**src/rtl/pipe_pkg.sv**
```systemverilog
`default_nettype none
// +----------------------------------------------------------------------+
// | pipe_pkg : register index, pipeline-slot types and hazard helpers    |
// | Revision : 1.0                                                       |
// +----------------------------------------------------------------------+
package pipe_pkg;

  typedef logic [4:0] reg_idx_t;

  localparam reg_idx_t REG_ZERO = 5'd0;

  typedef struct packed {
    reg_idx_t dest;
    logic     is_load;
  } slot_t;

  localparam slot_t BUBBLE_SLOT = '{dest: REG_ZERO, is_load: 1'b0};

  // A source matches a producer only if it is actually read and is not r0.
  function automatic logic srcHit(input reg_idx_t src, input logic notRead,
                                  input reg_idx_t dest);
    return !notRead && (src != REG_ZERO) && (src == dest);
  endfunction

endpackage
`default_nettype wire

```
**src/rtl/muldiv_tracker.sv**
```systemverilog
`default_nettype none
// +----------------------------------------------------------------------+
// | muldiv_tracker : counts down mult/div busy cycles after an issue     |
// | Revision : 1.0                                                       |
// +----------------------------------------------------------------------+
module muldiv_tracker #(
  parameter int MULDIV_LAT = 4
) (
  input  logic clk,
  input  logic reset_n,
  input  logic start,
  output logic busy
);

  // MULDIV_LAT is limited to 1..15 so a 4-bit counter always holds it.
  localparam logic [3:0] c_LOAD = 4'(MULDIV_LAT);

  logic [3:0] r_count;
  logic [3:0] w_countNext;
  logic       r_busy;

  always_comb begin
    w_countNext = r_count;
    if (start) begin
      w_countNext = c_LOAD;
    end else if (r_count != 4'd0) begin
      w_countNext = r_count - 4'd1;
    end
  end

  always_ff @(posedge clk or negedge reset_n) begin
    if (!reset_n) begin
      r_count <= 4'd0;
      r_busy  <= 1'b0;
    end else begin
      r_count <= w_countNext;
      r_busy  <= (w_countNext != 4'd0);
    end
  end

  assign busy = r_busy;

endmodule
`default_nettype wire

```
**src/rtl/hazard_scoreboard.sv**
```systemverilog
`default_nettype none
// +----------------------------------------------------------------------+
// | hazard_scoreboard : load-use and mult/div interlock for decode       |
// | Mult/div tracking is built only when HAZARD_MULDIV_EN is defined.    |
// | Revision : 1.0                                                       |
// +----------------------------------------------------------------------+
module hazard_scoreboard
  import pipe_pkg::*;
#(
  parameter int MULDIV_LAT = 4
) (
  input  logic       clk,
  input  logic       reset_n,
  input  logic       IssueValid,
  input  logic [4:0] Rs,
  input  logic [4:0] Rt,
  input  logic       xRs,
  input  logic       xRt,
  input  logic [4:0] Rd,
  input  logic       RdWrite,
  input  logic       IsLoad,
  input  logic       IsMulDiv,
  input  logic       MfHiLo,
  input  logic       Flush,
  output logic       Stall,
  output logic [4:0] PortA,
  output logic [4:0] PortB,
  output logic       MulDivBusy
);

  slot_t r_exSlot;
  slot_t r_memSlot;
  logic  w_loadUse;
  logic  w_mdStall;
  logic  w_issue;

  // Only the EX slot can stall; a MEM-slot load is covered by forwarding.
  assign w_loadUse = IssueValid && r_exSlot.is_load &&
                     (srcHit(Rs, xRs, r_exSlot.dest) || srcHit(Rt, xRt, r_exSlot.dest));

`ifdef HAZARD_MULDIV_EN
  logic w_mdStart;

  assign w_mdStart = IssueValid && IsMulDiv && !Stall && !Flush;
  assign w_mdStall = IssueValid && (IsMulDiv || MfHiLo) && MulDivBusy;

  muldiv_tracker #(
    .MULDIV_LAT (MULDIV_LAT)
  ) u_muldivTracker (
    .clk     (clk),
    .reset_n (reset_n),
    .start   (w_mdStart),
    .busy    (MulDivBusy)
  );
`else
  logic w_unusedMd;
  localparam int c_unusedLat = MULDIV_LAT;

  assign w_unusedMd = IsMulDiv ^ MfHiLo;
  assign w_mdStall  = 1'b0;
  assign MulDivBusy = 1'b0;
`endif

  assign Stall   = w_loadUse || w_mdStall;
  assign w_issue = IssueValid && RdWrite && !Stall && !Flush;

  always_ff @(posedge clk or negedge reset_n) begin
    if (!reset_n) begin
      r_exSlot  <= BUBBLE_SLOT;
      r_memSlot <= BUBBLE_SLOT;
    end else begin
      r_memSlot <= r_exSlot;
      r_exSlot  <= w_issue ? '{dest: Rd, is_load: IsLoad} : BUBBLE_SLOT;
    end
  end

  assign PortA = r_exSlot.dest;
  assign PortB = r_memSlot.dest;

endmodule
`default_nettype wire

```
**config.mk**
```make
export PLATFORM = sky130hd
export DESIGN_NAME = hazard_scoreboard
export DESIGN_NICKNAME = d
export VERILOG_FILES = /design/src/rtl/pipe_pkg.sv /design/src/rtl/muldiv_tracker.sv /design/src/rtl/hazard_scoreboard.sv
export SDC_FILE = /design/constraint.sdc
export NUM_CORES = 1
export LEC_CHECK = 0
export CORE_MARGIN = 2
export CORE_UTILIZATION = 31
export DETAILED_ROUTE_END_ITERATION = 8
export GPL_ROUTABILITY_DRIVEN = 0
export PLACE_DENSITY = 0.7
export SLEW_MARGIN = 10
export SYNTH_ARGS = -nofsm -noshare
export SYNTH_HDL_FRONTEND = slang
export SYNTH_SLANG_ARGS = --single-unit
```
**constraint.sdc**
```tcl
create_clock -name clk -period 1.4 [get_ports clk]
set_input_delay 0.28 -clock clk [delete_from_list [all_inputs] [get_ports clk]]
set_output_delay 0.28 -clock clk [all_outputs]
set_load 0.03 [all_outputs]
```
==> results.txt, run 1 <==
unique cell type count in the Yosys netlist = 16
Clock Skew = 0.00616 ns
ys async rst share = 100%
Hold-fix buffers, CTS = 0
combinational share of power = 24.4%
register area share after synthesis = 47.2%
placed insts = 120
IO Port Bufs = 33
fin crit share = 135%
fin area = 0.00111 mm²
Num CTS Buffers = 3
mux cell area share after synthesis = 0%
# rows = 15
die height = 47.4 µm
Syn Nets = 80
ys flop type = dfrtp_1
setup TNS = -0.852 ns
Leak = 0.499 nW
hpwl dp = 1.17 mm
initial drt markers = 4
P_sw = 185 µW
Die Width = 47.4 µm
Max rail drop VDD = 0.000358 V
DIE AREA = 0.00224 mm²
RSZ-0062 raised after global routing = yes
initial core utilization = 33.4%
vias in the first global route = 526
Top-Level Pins = 37
top post-synthesis cells by area = dfrtp_1, xnor2_1, buf_4
Slew Limit Fails = 0
placed instance area = 0.00101 mm²
Hold Violations, Final = 0
Startpoint Class = input port
Area Growth Syn to Fin = 91.2%
largest family of logic cells by synthesized area = simple AND/OR/NAND/NOR gates
xor/xnor share of the synthesized area = 12.0%
global-route wire length before repair = 2.16 mm
overflow left after global routing = 0
number of enable flip-flop cells after synthesis = 0
total track usage = 15.1%
CP Class = in2out
Post-Synth Simple-Gate Area = 29.4%
vias after detailed routing = 583
largest net degree at the start of global routing = 12
Worst Path Arrival = 1.61 ns
most common cell in the netlist = dfrtp_1
Synth area leader = dfrtp_1
First-pass DRT Iterations = 4
CTS tree = done
slowest stage cell, crit path = or4_4
non-filler instance count after layout = 127
nets = 128
core area = 0.00175 mm²
Worst Path Required = 1.12 ns
maximum fanout along the worst path = 2
max cap viols = 0
fin worst setup slack = -0.487 ns
Critical Path Max Stage Delay = 0.43 ns
Synth Area per Inst = 10.6 µm²
Cells after Synth = 55
crit-path cells = dlygate4sd2_1 -> or4_4 -> a21oi_4 -> nor4_4 -> or2_4 -> buf_6
clock tree sinks = 11
CTS max path bufs = 2
Total Wirelength = 1.52 mm
final setup violation count = 7
pwr/cell area = 649 mW/mm²
YS warnings = 0
min Tclk post-route = 1.89 ns
H-Tree Depth = 1
DRT antenna net count = 0
WL/cell = 11.9 µm
sw frac = 25.6%
initial antenna violation count = 0
FMAX = 530 MHz
Clock Latency Late Sink = 0.27 ns
final core utilization = 63.9%
Min Hold Slack = 0.335 ns
top-area cell type share of the netlist area = 47.2%
worst hold path class = in2async
ANT cells = 0
Commonest cells post-synth = dfrtp_1, xnor2_1, buf_4, nand3b_1, nor3_1
root buffer cell = clkbuf_4
Pint = 538 µW
post-synthesis compound-gate area fraction = 2.36%
DP Worst Slack = -0.797 ns
cell area after synthesis = 583 µm²
DR vias/cell = 4.59
Power Total = 723 µW
Clock power frac = 29.7%
drc violations = 0
layout cells sized above 1 = 47.1%
outcome = complete, but fails checks
Flop pwr share = 45.9%
failing checks = negative setup slack
synthesized flop and latch total = 11
clk slew on worst S/H paths = 0.07 ns
Synth Area in Adders = 0%
CP Capture Type = output pin
[final cells by class]
| cell class | count | area, µm² |
|---|---|---|
| Sequential cell | 11 | 275 |
| Fill cell | 154 | 631 |
| Tap cell | 25 | 31.3 |
| Timing Repair Buffer | 50 | 425 |
| Multi-Input combinational cell | 37 | 357 |
| Clock buffer | 4 | 26.3 |
[layout by cell type (no fill, tap or decap), types with 4 or more instances in the layout]
master	count
nor3_2	4
buf_2	7
clkdlybuf4s50_1	14
buf_6	4
buf_4	17
xnor2_1	7
dlygate4sd2_1	6
dfrtp_1	11
nand3b_1	6
nand3_1	4
[registers in the layout (all words and copies together) (netlist names)]
signal	count
PortA	5
r_exSlot	1
PortB	5
[logic make-up after synthesis]
| family | Yosys count |
|---|---|
| AO/OA/AOI/OAI | 2 |
| buffers and inverters | 7 |
| XOR/XNOR | 8 |
| other | 1 |
| flip-flops | 11 |
| AND/OR/NAND/NOR | 26 |
[power groups by stage]
stage	Clock (mW)	Sequential, mW	Combinational, mW
after floorplan	0	0.345	0.0603
after global placement	0	0.338	0.173
after detailed placement	0	0.338	0.175
after CTS	0.226	0.331	0.170
after global routing	0.240	0.333	0.189
final	0.215	0.332	0.177
[layer usage]
layer | global-route usage, % | routed length, µm
met1 | 13.6 | 516
met2 | 27.6 | 805
met3 | 4.23 | 156
met4 | 11.7 | 38
met5 | 0 | 0
[what timing repair did]
| item | in CTS | in global routing |
|---|---|---|
| resized for setup | 44 | 13 |
| setup buffers | 4 | 2 |
| endpoints found under the setup margin | 13 | 8 |
| pin swaps | 11 | 12 |
[worst paths after layout]
| check | startpoint | to | depth (start not counted) | slack, ns |
|---|---|---|---|---|
| min | reset_n | PortB[4]$_DFF_PN0_ | 1 | 0.34 |
| max | Rs[1] | Stall | 6 | -0.49 |
| max in group asynchronous | reset_n | PortA[3]$_DFF_PN0_ | 1 | 0.73 |
| max reg2reg | PortA[3]$_DFF_PN0_ | PortA[2]$_DFF_PN0_ | 6 | -0.07 |
| min reg2reg | PortA[4]$_DFF_PN0_ | PortB[4]$_DFF_PN0_ | 0 | 0.52 |
| min in group clk | PortA[4]$_DFF_PN0_ | PortB[4]$_DFF_PN0_ | 0 | 0.52 |
[critical path, delay by kind of cell]
kind / cells / cell delay (ns)
simple gates: 3 / 0.75
buf+inv: 2 / 0.40
compound gates: 1 / 0.18
(Power assumes the default switching activity.)
==> inputs of run 2 (changes only) <==
- SLEW_MARGIN: 10 -> 20
==> results of run 2 <==
Same layout as run 1: the final DEF is identical, and so are final timing and power.
==> inputs of run 3 (changes only) <==
- CORE_AREA: unset -> 2 2 39 41
- CORE_MARGIN: 2 -> unset
- CORE_UTILIZATION: 31 -> unset
- DIE_AREA: unset -> 0 0 41 43
- DONT_BUFFER_PORTS: unset -> 1
- PLACE_DENSITY: 0.7 -> 0.55
- clock period: 1.4 -> 2 ns (I/O delays scaled with it)
==> results.txt, run 3 (synthesized netlist as in run 1, its figures left out) <==
ANT cells = 0 (unchanged)
Reg-to-Reg End = PortA[4]$_DFF_PN0_
Worst Path Required = 1.60 ns (+0.48 ns)
CTS tree = done
worst hold path class = in2reg
Clock Latency Late Sink = 0.26 ns (about the same)
crit-path cells = xnor2_1 -> nand3_2 -> nor4_4 -> or2_1 -> buf_12
DRT antenna net count = 0 (unchanged)
WL/cell = 15.4 µm (+29%)
cell family with most CP delay = simple AND/OR/NAND/NOR gates
Critical Path Max Stage Delay = 0.42 ns (about the same)
hpwl dp = 964 µm (-18%)
Slew Limit Fails = 0 (unchanged)
clk slew on worst S/H paths = 0.07 ns (about the same)
global-route wire length before repair = 1.98 mm (-8.3%)
total track usage = 18.6% (+3.5 points)
largest net degree at the start of global routing = 12 (unchanged)
IO Port Bufs = 0 (-100%)
reg2reg path depth = 5 (-1)
reg2reg start = PortA[0]$_DFF_PN0_
final core utilization = 51.3% (-13 points)
# rows = 14 (-1)
RSZ-0062 raised after global routing = yes
Clock Skew = 0.00288 ns (-0.00328 ns)
vias after detailed routing = 405 (-31%)
initial antenna violation count = 0 (unchanged)
Max rail drop VDD = 0.000279 V (-22%)
drc violations = 0 (unchanged)
root buffer cell = clkbuf_4
Num CTS Buffers = 3 (unchanged)
CP Capture Type = output pin
DIE AREA = 0.00176 mm² (-21%)
layout cells sized above 1 = 34.9% (-12 points)
vias in the first global route = 427 (-19%)
Top-Level Pins = 37 (unchanged)
maximum fanout along the worst path = 3 (+1)
Startpoint Class = flip-flop
Area Growth Syn to Fin = 21.7%
commonest non-fill, non-tap cell in the layout = dfrtp_1
Total Wirelength = 1.21 mm (-20%)
core area = 0.00138 mm² (-21%)
initial drt markers = 3 (-1)
FMAX = 492 MHz
max cap viols = 0 (unchanged)
overflow left after global routing = 0 (unchanged)
failing checks = negative setup slack
initial core utilization = 42.1% (+8.7 points)
die height = 43 µm (-9.2%)
nets = 89 (-30%)
fin crit share = 102%
final setup violation count = 1 (-6)
commonest cells after routing, fill and taps aside = dfrtp_1, buf_4, xnor2_1, nand3b_1, nor3_1
CP Class = reg2out
DR vias/cell = 5.13 (+12%)
First-pass DRT Iterations = 4 (unchanged)
Die Width = 41 µm (-13%)
setup TNS = -0.0345 ns (+0.817 ns)
placed instance area = 627 µm² (-38%)
Leak = 0.308 nW (-38%)
Worst Path Buf+Inv = 1 (-1)
fin worst setup slack = -0.0345 ns (+0.452 ns)
setup slack, reg-to-reg = 0.60 ns (+0.67 ns)
clock tree sinks = 11 (unchanged)
Hold Violations, Final = 0 (unchanged)
Hold Crit Endpoint = PortA[2]$_DFF_PN0_
min Tclk post-route = 2.03 ns
H-Tree Depth = 1 (unchanged)
Worst Path Arrival = 1.63 ns (+0.02 ns)
hold wc startpoint = Rd[2]
CTS max path bufs = 2 (unchanged)
pwr/cell area = 615 mW/mm² (-5.2%)
outcome = complete, but fails checks
slowest stage cell, crit path = dfrtp_1
Hold Path Cell Cnt = 2
Min Hold Slack = 0.263 ns (-0.0723 ns)
fin area = 709 µm² (-36%)
==> run 3: cell types whose count changed in the layout (fill, tap and decap cells not counted), moves of 4 or more <==
cell	delta
buf_4	-8
nor3_2	-4
buf_2	-7
buf_6	-4
clkdlybuf4s50_1	-14
dlygate4sd2_1	-6
nor3_1	+6
==> run 3: cell type report <==
| class | count | area (µm²) |
|---|---|---|
| repair buffers | 11 | 97.6 |
| multi-input cells | 37 | 288 |
| clock inverters | 1 | 5.00 |
| flip-flops and latches | 11 | 277 |
| well taps | 16 | 20.0 |
| clock buffers | 3 | 22.5 |
| fillers | 126 | 674 |
==> run 3: through the flow <==
| step | std cells | power (mW) | setup slack, ns |
|---|---|---|---|
| finish | 79 | 0.437 | -0.0345 |
| global route | 79 | 0.474 | -0.173 |
| CTS | 78 | 0.441 | -0.00658 |
| detailed placement | 72 | 0.282 | 0.0363 |
| global placement | 72 | 0.281 | 0.0345 |
| floorplan | 55 | 0.280 | 0.116 |
==> run 3: per-layer routing <==
layer / share of wire [%] / global-route usage [%] / wire [µm] / up-vias
met2: 52 / 27.2 / 636 / 29
met1: 33 / 19.6 / 402 / 173
met5: 0 / 0 / 0 / -
met3: 12 / 6.81 / 146 / 2
met4: 2.4 / 16.0 / 29 / 0
li1: - / - / - / 201
==> run 3: what timing repair did <==
item,CTS,global route
gates resized for setup,1,4
gates cloned,0,0
pin swaps,1,6
hold buffers,1,0
setup endpoints to repair,1,1
hold endpoints to repair,11,0
setup buffers,1,1
==> run 3: worst register-to-register path, stage by stage (launching register included) <==
cell     delay (ns)
dfrtp_1        0.42
xnor2_1        0.18
nand3_2        0.12
nor4_4         0.33
buf_4          0.19
nor3_1         0.05
==> run 3: power breakdown <==
part	leakage (nW)	internal, mW	total, mW	switching [mW]
logic	0.141	0.0248	0.0510	0.0262
clock network	0.0177	0.0739	0.148	0.0737
registers	0.149	0.228	0.238	0.0100
==> run 3: worst max path at each step <==
stage,startpoint,end,slack [ns],cells after the start
5_1_grt,PortA[0]$_DFF_PN0_,Stall,-0.17,5
2_1_floorplan,Rs[0],Stall,0.12,4
3_3_place_gp,Rs[0],Stall,0.03,5
6_report,PortA[0]$_DFF_PN0_,Stall,-0.03,5
4_1_cts,PortA[1]$_DFF_PN0_,Stall,-0.007,5
3_5_place_dp,Rt[0],Stall,0.04,5
==> patch 1: new RTL, settings of run 3 <==
Set the package constant `REG_ZERO` to 5'd1 (it was 5'd0).
--- a/src/rtl/pipe_pkg.sv
+++ b/src/rtl/pipe_pkg.sv
@@ -7,7 +7,7 @@
 
   typedef logic [4:0] reg_idx_t;
 
-  localparam reg_idx_t REG_ZERO = 5'd0;
+  localparam reg_idx_t REG_ZERO = 5'd1;
 
   typedef struct packed {
     reg_idx_t dest;
Behaviour: not the same (Yosys sat finds a counterexample within 4 cycles, from zero or initial values and one cycle with reset_n low).
==> patch 1 against run 3 <==
The run still ends with setup timing left. Setup slack worse by 0.024 ns. Total power down 0.11%. Worst hold slack gained 0.0045 ns. Routed wire length decreased by 8.6%. Synthesized area down 0.64%. Non-clock buffer count shrank 2. Final area shrank 3.4%. Global-route usage decreased by 3.9 points. Sequential cell count did not move. Critical path type unchanged. Largest power group unchanged.
==> patch 1: results (changes against run 3) <==
Status
The flow ran to the end, but the final reports show violations. The final reports fail on setup timing.

Finish
The final antenna diode count came to 0 (unchanged). The final instance count without filler cells was 76 (-3.8%). The layout filler cell count was 128 (+1.6%). The proportion of layout cells with a drive suffix above 1 was 31.7% (-3.3 points).

The total number of nets in the final design is 86 (-3.4%).

CTS
The deepest level of the CTS H-tree is 1 (unchanged). At the later pin of the worst-skew pair, clock insertion delay measures 0.27 ns. The number of clock buffers inserted by TritonCTS is 3 (unchanged). The clock root buffer is sky130_fd_sc_hd__clkbuf_4. The clock-pin slew on the worst setup and hold paths is 0.07 ns (about the same). The maximum number of buffers from clock root to sink is 2 (unchanged).

Global route
The via count of the first global-routing pass is 435 (+1.9%). The overall track demand over capacity in global routing was 14.7% (-3.9 points). The maximum number of pins on one net before global-route repair came to 12 (unchanged).

The wire length of the first global-routing pass is 1710 um (-14%). The number of antenna violations at the first check in global routing was 0 (unchanged).

Worst setup path
The worst reg-to-reg setup slack is 0.48 ns (-0.12 ns). The worst path arrival time came to 1.66 ns (+0.03 ns). For this run, the slowest stage of the critical path takes about 0.43 ns. The length in cells of the worst reg-to-reg path was 4 (-1). The endpoint of the worst setup timing path is Stall. The worst setup path is launched from a flip-flop. The cell type of the slowest stage on the worst timing path is sky130_fd_sc_hd__dfrtp_1. The end of the worst register-to-register path is PortA[2]$_DFF_PN0_. The cell family contributing the most delay on the critical path is simple AND/OR/NAND/NOR gates. The worst-path maximum fanout is 5 (+2).

The critical register-to-register path startpoint is PortA[4]$_DFF_PN0_.

Synth
Counting instances in the post-synthesis netlist gives the leading cell types as 9 x sky130_fd_sc_hd__dfrtp_1, 7 x sky130_fd_sc_hd__xnor2_1, 6 x sky130_fd_sc_hd__buf_4, 6 x sky130_fd_sc_hd__nand3b_1, 5 x sky130_fd_sc_hd__nor3_1. The net count of the mapped netlist is 79 (-1.3%). The distinct cell type count after synthesis is 17 (+1). The async set-reset flop share out of synthesis came to 100% (unchanged).

Ranked by total cell area, the synthesized netlist is headed by sky130_fd_sc_hd__dfrtp_1 39%, sky130_fd_sc_hd__xnor2_1 11%, sky130_fd_sc_hd__dfstp_2 9.1%. The sequential share of the synthesized area was 47.9% (+0.74 points). The number of warnings issued by yosys is 0 (unchanged). The synthesized area per cell is 10.7 um2 (+1.2%).

Route
The number of vias in the routed layout came to 400 (-1.2%). The final routed wirelength across all metal layers is 1110 um (-8.6%). The number of DRC markers after the initial detailed-route iteration was 2 (-1). The length of the first detailed-routing pass in iterations is 2 (-2).

Place
The post-placement setup slack is 0.149 ns (+0.113 ns). The number of cells in the design after placement is 70 (-2.8%). The count of input and output buffers is 0 (unchanged). The post-detailed-placement half-perimeter wirelength came to 940 um (-2.4%).

STA
The final setup violation count is 1 (unchanged). The final worst clock skew is 0.00441 ns (+0.00153 ns). The slack of the critical path was -0.0589 ns (-0.0244 ns).

Hold path
The path class of the tightest hold or removal check is input port to flip-flop.

Power
The maximum VDD drop is 0.000296 V (+6.2%). The static power due to leakage was 0.275 nW (-11%).
## patch 1: routing by layer
layer	wire (um)	global-route usage (%)	vias up
met3	116	6.28	4
met1	438	18.3	178
met4	14	6.00	0
met2	542	21.6	24
met5	0	0	-
li1	-	-	194
## patch 1: timing repair
item                       in CTS  in global routing
pin swaps                       4                  1
buffers inserted                0                  1
gates resized for setup         2                  0
hold endpoints to repair       11                  0
setup endpoints to repair       1                  1
hold buffers                    1                  0
## patch 1: stage by stage
stage	area, um2	hold WS, ns	TNS (ns)
finish	686	0.268	-0.0589
global route	686	0.263	-0.127
CTS	678	0.266	-0.0670
detailed placement	631	0.105	0
global placement	631	0.105	0
floorplan	607	0.104	0
## patch 1: area by class of cell
class	count	area share [%]
clock inverter	1	0.730
timing repair buffer	9	10.2
sequential	11	40.5
tap	16	2.92
multi-input combinational	36	42.3
clock buffer	3	3.28
## patch 1: worst min-delay path by stage
stage	start	end	slack, ns	cells past startpoint
6_report	IsLoad	r_exSlot[0]$_DFF_PN0_	0.27	2
5_1_grt	IsLoad	r_exSlot[0]$_DFF_PN0_	0.26	2
4_1_cts	Rd[4]	PortA[4]$_DFF_PN0_	0.27	2
3_5_place_dp	reset_n	PortB[3]$_DFF_PN0_	0.10	0
3_3_place_gp	reset_n	PortB[4]$_DFF_PN0_	0.10	0
2_1_floorplan	reset_n	PortA[1]$_DFF_PN0_	0.10	0
## patch 1: cell families (layout without fill, tap and decap cells)
logic type | count (synthesis) | in the layout | share of synthesized area (%)
and+or+nand+nor | 25 | 25 | 25.7
DFF | 11 | 11 | 47.9
xor gates and xnor gates | 8 | 8 | 12.1
buffers and inverters | 7 | 13 | 8.42
AOI/OAI and AO/OA | 2 | 2 | 5.18
other | 1 | 1 | 0.647
## patch 1: power by group
group / switching (mW) / total (mW) / internal [mW]
logic: 0.0263 / 0.0501 / 0.0237
clock network: 0.0733 / 0.147 / 0.0740
registers: 0.00985 / 0.239 / 0.229
==> patch 2: new RTL, settings of run 3 <==
Without the edit above. Make the reset (`reset_n`) synchronous in one clocked block.
--- a/src/rtl/hazard_scoreboard.sv
+++ b/src/rtl/hazard_scoreboard.sv
@@ -64,7 +64,7 @@
   assign Stall   = w_loadUse || w_mdStall;
   assign w_issue = IssueValid && RdWrite && !Stall && !Flush;
 
-  always_ff @(posedge clk or negedge reset_n) begin
+  always_ff @(posedge clk) begin
     if (!reset_n) begin
       r_exSlot  <= BUBBLE_SLOT;
       r_memSlot <= BUBBLE_SLOT;
Behaviour: differs if reset_n is asserted again (counterexample within 4 cycles, from zero or initial values and one cycle with reset_n low); with reset_n held inactive, the same outputs for 10 cycles.
==> patch 2 against run 3 <==
Setup slack better by 0.10 ns. Synthesized cell count rose by 7.3%. Final area is 9.0% lower. Core utilization is 4.6 points lower. Global-route usage is 4.5 points lower. Worst hold slack got worse by 0.033 ns. Synthesized area shrank 5.8%. Total power fell by 6.8%. Clock skew grew 0.0071 ns. Routed wire length fell by 10%. Sequential cell count unchanged.
==> patch 2: results (changes against run 3) <==
Worst setup path
The critical register-to-register path startpoint is PortA[3]$_SDFF_PN0_. On the critical path, the stage with the largest delay is an instance of sky130_fd_sc_hd__or4_4. The worst-path maximum fanout is 2 (-1). The delay of the slowest cell on the worst path was 0.51 ns (+0.09 ns). The beginning of the critical path is Rt[0].

Synth
After synthesis, the cell types taking the most area are sky130_fd_sc_hd__dfxtp_1 40%, sky130_fd_sc_hd__xnor2_1 13%, sky130_fd_sc_hd__buf_4 8.2%. The distinct cell type count after synthesis is 17 (+1). Ranked by instance count, the synthesized netlist is headed by 11 x sky130_fd_sc_hd__dfxtp_1, 8 x sky130_fd_sc_hd__xnor2_1, 7 x sky130_fd_sc_hd__nand2_1. The async set-reset flop share out of synthesis is 0% (-100 points). The synthesized area per cell came to 9.31 um2 (-12%).

Hold path
In this run the most critical hold path is launched from Rd[0].

Status
The flow ran to the end, and the final reports show no timing, DRC or antenna violations.

Global route
The via count of the first global-routing pass is 375 (-12%).

STA
The final worst clock skew is 0.0100 ns (+0.00713 ns).

Place
The number of cells in the design after placement is 76 (+5.6%). The post-detailed-placement half-perimeter wirelength is 867 um (-10%).

Finish
The total number of nets in the final design was 90 (+1.1%). The layout filler cell count came to 141 (+12%). The proportion of layout cells with a drive suffix above 1 was 34.4% (-0.55 points).

Power
The sequential-cell power consumption is 225 uW (-5%). The maximum VDD drop is 0.000493 V (+77%). The static power due to leakage came to 0.239 nW (-22%).

The fraction of power spent switching nets is 22.8% (-2.3 points). The combinational power came to 32.8 uW (-36%).

Route
The length of the first detailed-routing pass in iterations was 2 (-2). The number of vias per cell is 5.05 (-1.5%). The final routed wirelength across all metal layers was 1090 um (-10%).
## patch 2: changes by cell type in the layout (fill, tap and decap cells not counted), sizes merged, moves of 2 or more
cell,delta
buf,-2
dfrtp,-11
and2,+3
nand2,+7
dfxtp,+11
nand3b,-6
## patch 2: cell type report
type | instances | area, um2 | area share (%)
Clock buffer | 4 | 26.3 | 4.07
Multi-Input combinational cell | 41 | 295 | 45.7
Sequential cell | 11 | 231 | 35.9
Tap cell | 16 | 20.0 | 3.10
Timing Repair Buffer | 8 | 72.6 | 11.2
## patch 2: what timing repair did
item / 4_1_cts / 5_1_grt
buffers inserted: 0 / 0
pin swaps: 1 / 4
endpoints found under the setup margin: 1 / 1
resized for setup: 2 / 7
## patch 2: cell families after synthesis
| family | Yosys count | synth area share (%) |
|---|---|---|
| compound gates | 3 | 8.20 |
| other cells | 1 | 0.683 |
| simple gates | 29 | 29.4 |
| buf+inv | 7 | 8.88 |
| xor+xnor | 8 | 12.8 |
| flops | 11 | 40.1 |
## patch 2: stage by stage
stage	instance area [um2]	TNS [ns]	total power, mW
2_1_floorplan	549	0	0.261
3_3_place_gp	593	0	0.262
3_5_place_dp	593	0	0.263
4_1_cts	622	0	0.408
5_1_grt	646	-0.00599	0.428
6_report	646	0	0.407
## patch 2: worst paths after layout
check	end	slack [ns]	cells after the start
max	Stall	0.07	5
min reg2reg	PortB[4]$_SDFF_PN0_	0.54	1
max reg2reg	PortA[1]$_SDFF_PN0_	0.71	5
min	PortA[0]$_SDFF_PN0_	0.23	2
## patch 2: metal layers
metal | global-route usage, % | routed length (um)
met2 | 22.5 | 569
met1 | 14.9 | 401
met4 | 2.00 | 0
met5 | 0 | 0
met3 | 9.95 | 121
